File: src/rtl/dmem_dma_pkg.sv
// Shared types and helpers for the data-memory block-copy engine.
// The engine moves 32-bit words between RAM and the memory-mapped switch/LED registers.
package dmem_dma_pkg;

  typedef enum logic [2:0] {
    ST_IDLE,
    ST_REQ,
    ST_READ,
    ST_WRITE,
    ST_DONE,
    ST_ERR
  } state_e;

  localparam logic [31:0] SW_ADDR_DEFAULT  = 32'hC000_0000;
  localparam logic [31:0] LED_ADDR_DEFAULT = 32'hC000_0004;

  // Peripheral registers are single words, so a pointer parked on one must not advance.
  function automatic logic [31:0] next_addr(input logic [31:0] addr, input logic fixed);
    return fixed ? addr : addr + 32'd4;
  endfunction

endpackage

File: src/rtl/dmem_dma_copy.sv
// Block-copy initiator on the data-memory port: one read then one write per word,
// each taken only in a cycle where the shared port is granted.
module dmem_dma_copy
  import dmem_dma_pkg::*;
#(
  parameter int          LEN_W    = 8,
  parameter logic [31:0] SW_ADDR  = SW_ADDR_DEFAULT,
  parameter logic [31:0] LED_ADDR = LED_ADDR_DEFAULT
) (
  input  logic             clk,
  input  logic             reset,
  input  logic             start,
  input  logic [31:0]      src_addr,
  input  logic [31:0]      dst_addr,
  input  logic [LEN_W-1:0] len,
  output logic             busy,
  output logic             done,
  output logic             err,
  output logic             bus_req,
  input  logic             bus_gnt,
  output logic             mem_we,
  output logic [31:0]      mem_a,
  output logic [31:0]      mem_wd,
  input  logic [31:0]      mem_rd
);

  state_e           r_state;
  logic [31:0]      r_src;
  logic [31:0]      r_dst;
  logic [LEN_W-1:0] r_count;
  logic [31:0]      r_data;
  logic             r_busy;
  logic             r_done;
  logic             r_err;
  logic             r_req;

  logic             w_misaligned;
  logic             w_rd_go;
  logic             w_wr_go;

  assign w_misaligned = (src_addr[1:0] != 2'b00) || (dst_addr[1:0] != 2'b00);
  assign w_rd_go      = (r_state == ST_READ)  && bus_gnt;
  assign w_wr_go      = (r_state == ST_WRITE) && bus_gnt;

  // NOTE: every state register uses <= so all of them update from the same pre-edge values.
  always_ff @(posedge clk) begin
    if (reset) begin
      r_state <= ST_IDLE;
      r_src   <= '0;
      r_dst   <= '0;
      r_count <= '0;
      r_data  <= '0;
      r_busy  <= 1'b0;
      r_done  <= 1'b0;
      r_err   <= 1'b0;
      r_req   <= 1'b0;
    end else begin
      r_done <= 1'b0;
      r_err  <= 1'b0;
      unique case (r_state)
        ST_IDLE: begin
          if (start) begin
            r_busy <= 1'b1;
            if (w_misaligned) begin
              r_state <= ST_ERR;
              r_err   <= 1'b1;
            end else if (len == '0) begin
              r_state <= ST_DONE;
              r_done  <= 1'b1;
            end else begin
              r_src   <= src_addr;
              r_dst   <= dst_addr;
              r_count <= len;
              r_req   <= 1'b1;
              r_state <= ST_REQ;
            end
          end
        end
        ST_REQ: begin
          if (bus_gnt) r_state <= ST_READ;
        end
        ST_READ: begin
          if (bus_gnt) begin
            r_data  <= mem_rd;
            r_state <= ST_WRITE;
          end
        end
        ST_WRITE: begin
          if (bus_gnt) begin
            r_count <= r_count - LEN_W'(1);
            r_src   <= next_addr(r_src, r_src == SW_ADDR);
            r_dst   <= next_addr(r_dst, r_dst == LED_ADDR);
            if (r_count == LEN_W'(1)) begin
              r_state <= ST_DONE;
              r_req   <= 1'b0;
              r_done  <= 1'b1;
            end else begin
              r_state <= ST_READ;
            end
          end
        end
        ST_DONE, ST_ERR: begin
          r_state <= ST_IDLE;
          r_busy  <= 1'b0;
        end
        default: begin
          r_state <= ST_IDLE;
          r_busy  <= 1'b0;
          r_req   <= 1'b0;
        end
      endcase
    end
  end

  assign busy    = r_busy;
  assign done    = r_done;
  assign err     = r_err;
  assign bus_req = r_req;

  // The port is driven only in a granted cycle, so a stalled cycle presents an idle bus.
  // NOTE: defaults first so every path assigns every output and no latch is inferred.
  always_comb begin
    mem_we = 1'b0;
    mem_a  = '0;
    mem_wd = '0;
    if (w_rd_go) begin
      mem_a = r_src;
    end else if (w_wr_go) begin
      mem_a  = r_dst;
      mem_wd = r_data;
      mem_we = 1'b1;
    end
  end

endmodule

File: config.mk
export PLATFORM = sky130hd
export DESIGN_NAME = dmem_dma_copy
export DESIGN_NICKNAME = d
export VERILOG_FILES = /design/src/rtl/dmem_dma_pkg.sv /design/src/rtl/dmem_dma_copy.sv
export SDC_FILE = /design/constraint.sdc
export NUM_CORES = 1
export LEC_CHECK = 0
export ABC_AREA = 1
export ABC_CLOCK_PERIOD_IN_PS = 2420
export CAP_MARGIN = 40
export CORE_ASPECT_RATIO = 2
export CORE_MARGIN = 10
export CORE_UTILIZATION = 51
export CTS_BUF_LIST = sky130_fd_sc_hd__clkbuf_16
export DETAILED_ROUTE_END_ITERATION = 7
export GPL_ROUTABILITY_DRIVEN = 0
export PLACE_DENSITY = 0.81
export SYNTH_ARGS = -nofsm -noshare
export SYNTH_HDL_FRONTEND = slang
export SYNTH_SLANG_ARGS = --single-unit
File: constraint.sdc
create_clock -name clk -period 2.42 [get_ports clk]
set_clock_uncertainty 0.15 [all_clocks]
set_input_delay 0.363 -clock clk [delete_from_list [all_inputs] [get_ports clk]]
set_output_delay 0.363 -clock clk [all_outputs]
set_load 0.03 [all_outputs]
==> results.toml, run 1 <==
[floorplan]
core-area_um2 = 14000
io_pins = 177
die_h_um = 189
num_rows = 61
start_util_pct = 52.0
die_w_um = 104
die-area_um2 = 19700

[synth]
synth_top_family_by_area = "simple AND/OR/NAND/NOR gates"
synth-seq-cells = 111
synth_fa_ha_area_share_pct = 1.03
synth_fp_nets = 1378
ys_top_cells_by_area = "dfxtp_1 (31%), nand2_1 (19%), nor2_1 (13%)"
yosys_warnings = 0
syn_area_um2 = 7260
synth_compound_area_share_pct = 14.1
ys_types = 36
synth_common_cells = "nand2_1 (374), nor2_1 (260), nand3_1 (117)"
synthMostInstantiatedCell = "nand2_1"
yosysSeqAreaShare_pct = 30.6
yosysTopAreaCell = "dfxtp_1"
synthSimpleGateAreaFrac_pct = 44.6
synthMuxAreaShare_pct = 0.138
yosys_most_used_dff = "dfxtp_1"
synth_edf_count = 0
ys_async_sr_fraction_pct = 0
synth_top_area_share_pct = 30.6
syn_inst = 1264
synth_xor_area_share_pct = 0.724
syn_avg_cell_area_um2 = 5.74

[route]
viasPerCell = 5.45
vias = 8819
drt-total-wl_mm = 27.1
drt-pass1-iter-count = 5
ant_nets = 0
wl_per_cell_um = 16.7
drcViolationCount = 0
drt_iter0_markers = 569

[setup_path]
start_kind = "register"
arrival_ns = 1.87
timing.rr.end = "r_dst[23]"
crit_path_end_kind = "primary output"
r2r_slack_ns = 0.18
worstReg2RegStart = "r_dst[2]"
crit_path_max_fanout = 42
crit_type = "reg -> out"
worstRegToRegCells = 9
cp.required_ns = 1.91

[sta]
timing_hold_violations_final = 0
finalCritPeriodShare_pct = 98.5
worstMarginPinSlew_ns = 0.851
final.min_clock_period_ns = 2.38
hold_ws_ns = 0.279
rsz0062_at_grt = "yes"
max_freq_ghz = 0.419
fin_ws_ns = 0.0359
maxSlewHeadroom_pct = 43.3
tns_ns = 0
setup_violations = 0
drv_slew = 0

[run]
cap_violations = 0

[global_route]
grt_util_all_layers_pct = 26.7
grtUsageMet1_pct = 25.1
grt_start_max_net_pins = 75
grt_util_met2_pct = 48.8
grt_pass1_vias = 8748
use_met3_pct = 6.02
grt.busiest_layer = "met2"
grt_overflow = 0
antenna_found_initial = 0
grt_pass1_wl_mm = 43.2

[power]
p_switching_mw = 4.37
p_int_mw = 4.81
cellLeakagePower_nw = 3.73
p_per_area_nw_per_um2 = 944
power.share.switching_pct = 47.6
comb_power_share_pct = 48.7
clkPwrFrac_pct = 16.2
ir_worst_vdd_v = 0.000578
power_frac_seq_pct = 35.2

[finish]
diodes = 0
fin_util_pct = 69.6
drive_above_1_share_pct = 11.2
syn_to_final_growth_pct = 34.0
final_net_count = 1539
stdcell_count = 1619

[outcome]
outcome = "finished clean"

[clock_network]
clkLatencyLatePin_ns = 0.36
root_buffer = "clkbuf_16"
cts_max_level = 3
clock_sinks = 111
cts_tree = "done"
clk_path_buf_depth = 2
path_clk_slew_ns = 0.08
cts_buffers = 9

[placed_design]
placed_cells = 1602
place_ws_ns = 0.0421
io_buffers = 176
hpwl_mm = 20.8

[min_path]
min_from = "reset"
min_to = "r_dst[6]"
worstHoldPathType = "in -> reg"
min_path_cells = 4
==> metal layers <==
metal	share of wire, %	vias to the layer above
met2	51	418
met1	33	3896
met5	0	-
met4	8.2	0
met3	7.4	136
li1	-	4369
==> logic make-up (layout without fill, tap and decap cells) <==
logic type / count (synthesis) / in the layout
multiplexers: 1 / 1
buffers and inverters: 156 / 322
XOR/XNOR: 6 / 6
AND/OR/NAND/NOR: 791 / 791
AO/OA/AOI/OAI: 193 / 193
flip-flops: 111 / 111
adder cells (fa/ha/maj): 6 / 6
==> sequential cells by signal (all words and copies together) (netlist names) <==
signal / flops
r_data: 32
r_dst: 32
r_src: 32
r_count: 8
r_state: 3
bus_req: 1
busy: 1
done: 1
err: 1
==> power groups by stage <==
stage	Combinational, mW	Sequential (mW)	Clock [mW]
finish	4.47	3.23	1.48
global route	5.00	3.30	1.56
CTS	4.41	3.18	1.50
detailed placement	4.37	3.21	0
global placement	4.28	3.20	0
floorplan	3.09	3.03	0
==> worst max-delay path, cell delays in order, from the launching register on <==
cell and delay (ns):
dfxtp_2 0.36, inv_2 0.09, nand3_2 0.17, nor2_2 0.18
inv_2 0.08, buf_12 0.18, o22ai_1 0.27, buf_12 0.16
==> cell type report <==
| class | instances | area (um2) |
|---|---|---|
| clock inverter | 7 | 66.3 |
| fill | 1288 | 4240 |
| multi-input combinational | 997 | 4480 |
| inverter | 102 | 385 |
| clock buffer | 9 | 225 |
| sequential | 111 | 2230 |
| tap | 189 | 236 |
| timing repair buffer | 204 | 2100 |
==> worst max-delay path by stage <==
stage | from | slack, ns | endpoint
detailed placement | bus_gnt | 0.04 | mem_a[9]
CTS | r_state[1] | -0.008 | mem_a[18]
finish | r_state[2] | 0.04 | mem_a[3]
global placement | bus_gnt | 0.12 | mem_a[24]
global route | r_state[2] | -0.03 | mem_a[6]
floorplan | r_state[2] | -0.03 | mem_a[23]
==> through the flow <==
stage	total power, mW	instance area, um2
final	9.18	9730
after detailed placement	7.58	9350
after global routing	9.86	9730
after CTS	9.09	9660
after global placement	7.47	9350
after floorplan	6.12	7260
==> layout by cell type, fill, tap and decap left out, types with 2 or more instances in the layout <==
cell type        netlist  layout
a31oi_1                3       3
dfxtp_1              111     108
nand2_1              374     374
xor2_1                 2       2
or2_2                 15      15
buf_4                  3      69
and2_1                 2       2
inv_6                  0       2
nor2_4                 2       5
buf_12                 0      24
xnor2_1                4       4
inv_1                 95      95
nand3_2                2       4
a21oi_1               90      90
dfxtp_2                0       3
nand3_1              117     115
o31ai_1                2       2
clkdlybuf4s50_1        0     110
o22ai_1               30      22
nor2_1               260     256
nor3_1                 9       9
a211oi_1               2       2
nand2_2                4       4
nor2_2                 2       3
clkbuf_16              0       9
o21ai_0               62      62
ha_1                   6       6
o21ai_1                2       2
clkinv_4               0       2
nand4_1                2       2
o22ai_2                0       8
inv_2                  5       6
==> what timing repair did <==
| action | in CTS | in global routing |
|---|---|---|
| resized for setup | 3 | 16 |
| hold buffers | 0 | 0 |
| setup buffers | 1 | 0 |
| setup endpoints to repair | 36 | 72 |
No activity file was read; power rests on OpenSTA's default activity.
==> inputs of run 2 (changes only) <==
--- a/config.mk
+++ b/config.mk
@@ -14,7 +14,8 @@
 export CTS_BUF_LIST = sky130_fd_sc_hd__clkbuf_16
 export DETAILED_ROUTE_END_ITERATION = 7
 export GPL_ROUTABILITY_DRIVEN = 0
-export PLACE_DENSITY = 0.81
+export HOLD_SLACK_MARGIN = 0.08
+export PLACE_DENSITY_LB_ADDON = 0.15
 export SYNTH_ARGS = -nofsm -noshare
 export SYNTH_HDL_FRONTEND = slang
 export SYNTH_SLANG_ARGS = --single-unit
==> results.toml, run 2 (same netlist as run 1, synthesis figures left out) <==
[sta]
drv_slew = 0
worstMarginPinSlew_ns = 0.490
max_freq_ghz = 0.427
finalCritPeriodShare_pct = 96.7
maxSlewHeadroom_pct = 67.2
timing_hold_violations_final = 0
fin_ws_ns = 0.0798
setup_violations = 0
final.min_clock_period_ns = 2.34
tns_ns = 0
rsz0062_at_grt = "no"

[setup_path]
worstRegToRegCells = 10
startpoint = "r_state[2]"
crit_path_max_fanout = 41
worstReg2RegStart = "r_dst[3]"
crit_type = "reg -> out"
arrival_ns = 1.83
timing.rr.end = "r_dst[28]"
start_kind = "register"
cp-endpoint = "mem_a[29]"
crit_path_end_kind = "primary output"
r2r_slack_ns = 0.10
cp.required_ns = 1.91

[placed_design]
place_ws_ns = 0.00538
hpwl_mm = 20.7
placed_area_um2 = 9460
io_buffers = 176

[route]
vias = 8884
drt_iter0_markers = 758
drt-pass1-iter-count = 7
wl_per_cell_um = 16.5
ant_nets = 0
viasPerCell = 5.45
drt-total-wl_mm = 26.9
drcViolationCount = 0

[global_route]
grt_pass1_vias = 8497
grt_util_all_layers_pct = 26.3
grt_pass1_wl_mm = 42.6
antenna_found_initial = 0
grt_overflow = 0
grt_start_max_net_pins = 48

[clock_network]
root_buffer = "clkbuf_16"
cts_buffers = 9
cts_max_level = 3
clock_sinks = 111
cts_tree = "done"
path_clk_slew_ns = 0.08
clkLatencyLatePin_ns = 0.36
ctsHoldBuffers = 0
clk_path_buf_depth = 2

[finish]
reg_top3 = "r_data: 32 flops, r_dst: 32 flops, r_src: 32 flops"
drive_above_1_share_pct = 11.5
diodes = 0
fill_cells = 1287
final_area_um2 = 9830
syn_to_final_growth_pct = 35.4
fin_util_pct = 70.4
final_net_count = 1551
seq_area_um2 = 2220
multi_input_area_um2 = 4470
final_common_cell = "nand2_1"
final_cell_mix = "nand2_1 (374), nor2_1 (259), nand3_1 (115), clkdlybuf4s50_1 (110), dfxtp_1 (109)"

[power]
p_per_area_nw_per_um2 = 932
ir_worst_vdd_v = 0.000562
cellLeakagePower_nw = 3.80

[floorplan]
die-area_um2 = 19700
core-area_um2 = 14000
io_pins = 177
start_util_pct = 52.0
die_w_um = 104
num_rows = 61
die_h_um = 189

[outcome]
outcome = "finished clean"

[min_path]
min_from = "reset"
worstHoldPathType = "in -> reg"

[run]
cap_violations = 0
run 2: changes by cell type in the layout (fill, tap and decap cells not counted), moves of 2 or more:
cell / previous run / this run
buf_4: 69 / 77
inv_6: 2 / 5
nor2_1: 256 / 259
buf_12: 24 / 26
clkinv_4: 2 / 0
nor2_2: 3 / 1
o22ai_1: 22 / 24
o22ai_2: 8 / 6
run 2: layout make-up:
type / count / area share [%]
Clock inverter: 7 / 0.649
Sequential cell: 111 / 22.6
Timing Repair Buffer: 216 / 22.7
Inverter: 102 / 3.92
Clock buffer: 9 / 2.29
Tap cell: 189 / 2.41
Multi-Input combinational cell: 997 / 45.4
run 2: through the flow:
step	instances	hold WS (ns)	total power, mW
after global placement	1614	0.303	7.43
final	1631	0.262	9.16
after CTS	1631	0.258	9.06
after detailed placement	1614	0.308	7.53
after global routing	1631	0.268	9.83
after floorplan	1264	0.289	6.12
run 2: layer usage:
| layer | GRT usage (%) | up-vias | share of wire, % |
|---|---|---|---|
| li1 | - | 4390 | - |
| met1 | 25.8 | 4008 | 35 |
| met2 | 48.2 | 394 | 52 |
| met3 | 5.91 | 92 | 7.1 |
| met4 | 16.6 | 0 | 6.2 |
| met5 | 0 | - | 0 |
run 2: critical path, stage by stage (launching register included):
cell and delay, ns:
dfxtp_2 0.37, inv_2 0.11, nand3_2 0.12, nor2_4 0.16, inv_2 0.07, buf_12 0.17, o22ai_1 0.18, buf_4 0.16
buf_12 0.11
run 2: power by group:
part	total [mW]	switching, mW	internal [mW]
clock	1.49	0.770	0.725
combinational	4.44	2.78	1.66
sequential	3.22	0.780	2.44
run 2: timing repair:
item,4_1_cts,5_1_grt
endpoints found under the hold margin,0,0
setup buffers,1,0
endpoints found under the setup margin,47,61
resized for setup,6,10
pin swaps,0,1
run 2: how the worst min path moves through the flow:
stage | to | slack (ns) | cells past startpoint
after floorplan | r_dst[0] | 0.29 | 2
after global placement | r_src[1] | 0.30 | 2
after CTS | r_src[25] | 0.26 | 2
after detailed placement | r_src[1] | 0.31 | 2
after global routing | r_src[23] | 0.27 | 2
final | r_src[25] | 0.26 | 2
==> inputs of run 3 (changes only) <==
--- a/config.mk
+++ b/config.mk
@@ -9,7 +9,7 @@
 export ABC_CLOCK_PERIOD_IN_PS = 2420
 export CAP_MARGIN = 40
 export CORE_ASPECT_RATIO = 2
-export CORE_MARGIN = 10
+export CORE_MARGIN = 8
 export CORE_UTILIZATION = 51
 export CTS_BUF_LIST = sky130_fd_sc_hd__clkbuf_16
 export DETAILED_ROUTE_END_ITERATION = 7
==> results.toml, run 3 (same netlist as run 1, synthesis figures left out) <==
[setup_path]
crit_type = "in -> out"
cp.required_ns = 1.91
start_kind = "primary input"
crit_path_max_fanout = 21
critPathTopFamily = "buffers and inverters"
max_stage_delay_ns = 0.46
crit_chain = "clkdlybuf4s50_1 -> inv_1 -> nor2_2 -> clkinv_1 -> buf_6 -> o22ai_1 -> buf_4 -> buf_12"
slowest_stage = "clkdlybuf4s50_1"
crit_path_end_kind = "primary output"
arrival_ns = 1.86
crit_buf_inv = 6

[floorplan]
die-area_um2 = 18500
io_pins = 177
start_util_pct = 52.3
core-area_um2 = 13900
die_w_um = 100
die_h_um = 185
num_rows = 61

[placed_design]
io_buffers = 176
hpwl_mm = 20.8
placed_area_um2 = 9460
place_ws_ns = 0.0286

[clock_network]
path_clk_slew_ns = 0.08
root_buffer = "clkbuf_16"
clkLatencyLatePin_ns = 0.36
clock_sinks = 111
cts_max_level = 3
clk_path_buf_depth = 2
ctsHoldBuffers = 0
cts_buffers = 9
cts_tree = "done"

[route]
ant_nets = 0
drcViolationCount = 0
vias = 8970
drt-total-wl_mm = 27.0
drt_iter0_markers = 710
drt-pass1-iter-count = 8
viasPerCell = 5.50
wl_per_cell_um = 16.6

[power]
ir_worst_vdd_v = 0.000744
cellLeakagePower_nw = 3.80
p_per_area_nw_per_um2 = 950
finalPower_mw = 9.33

[min_path]
worstHoldPathType = "in -> reg"

[sta]
final.min_clock_period_ns = 2.37
tns_ns = 0
maxSlewHeadroom_pct = 63.3
timing_hold_violations_final = 0
worstMarginPinSlew_ns = 0.548
max_freq_ghz = 0.422
fin_ws_ns = 0.0499
setup_violations = 0
drv_slew = 0
finalCritPeriodShare_pct = 97.9
rsz0062_at_grt = "yes"

[global_route]
grt_util_all_layers_pct = 29.4
antenna_found_initial = 0
grt_pass1_vias = 8779
grt_overflow = 0
grt_start_max_net_pins = 44
grt_pass1_wl_mm = 43.3

[finish]
final_area_um2 = 9820
syn_to_final_growth_pct = 35.3
final_cell_mix = "nand2_1 (374), nor2_1 (258), nand3_1 (116), clkdlybuf4s50_1 (110), dfxtp_1 (108)"
final_common_cell = "nand2_1"
reg_top3 = "r_data: 32 flops, r_dst: 32 flops, r_src: 32 flops"
drive_above_1_share_pct = 11.5
diodes = 0
final_net_count = 1551

[run]
cap_violations = 0

[outcome]
outcome = "finished clean"
==> run 3: worst paths after layout <==
| check | from | endpoint | slack (ns) | depth (start not counted) |
|---|---|---|---|---|
| max reg2reg | r_dst[2] | r_dst[23] | 0.17 | 10 |
| min reg2reg | r_data[27] | r_data[27] | 0.32 | 2 |
| max | bus_gnt | mem_a[9] | 0.05 | 8 |
| min | reset | r_src[7] | 0.24 | 2 |
==> run 3: metal layers <==
metal / routed length [um] / global-route usage, % / up-vias
met3: 1990 / 7.48 / 128
li1: - / - / 4385
met1: 9110 / 28.5 / 4045
met4: 1910 / 21.8 / 0
met2: 14000 / 52.3 / 412
met5: 0 / 0 / -
==> run 3: area by class of cell <==
class,count,area (um2)
multi-input cells,997,4460
fillers,1297,4070
flip-flops and latches,111,2230
repair buffers,216,2220
inverters,102,385
well taps,189,236
clock buffers,9,225
clock inverters,7,66.3
==> run 3: stage by stage <==
| step | instances | hold WS (ns) | util, % |
|---|---|---|---|
| after floorplan | 1264 | 0.289 | - |
| after global placement | 1614 | 0.307 | 68.1 |
| after detailed placement | 1614 | 0.313 | 68.1 |
| after CTS | 1631 | 0.231 | 70.4 |
| after global routing | 1631 | 0.258 | 70.7 |
| final | 1631 | 0.241 | 70.7 |
==> run 3: report_power, final <==
group	internal [mW]	switching [mW]
clock	0.725	0.759
sequential	2.44	0.794
combinational	1.76	2.85
total	4.92	4.41
==> run 3: timing repair <==
item                                    in CTS  in global routing
gates cloned                                 0                  0
endpoints found under the setup margin      45                 41
buffers inserted                             1                  0
gates resized for setup                      4                  9
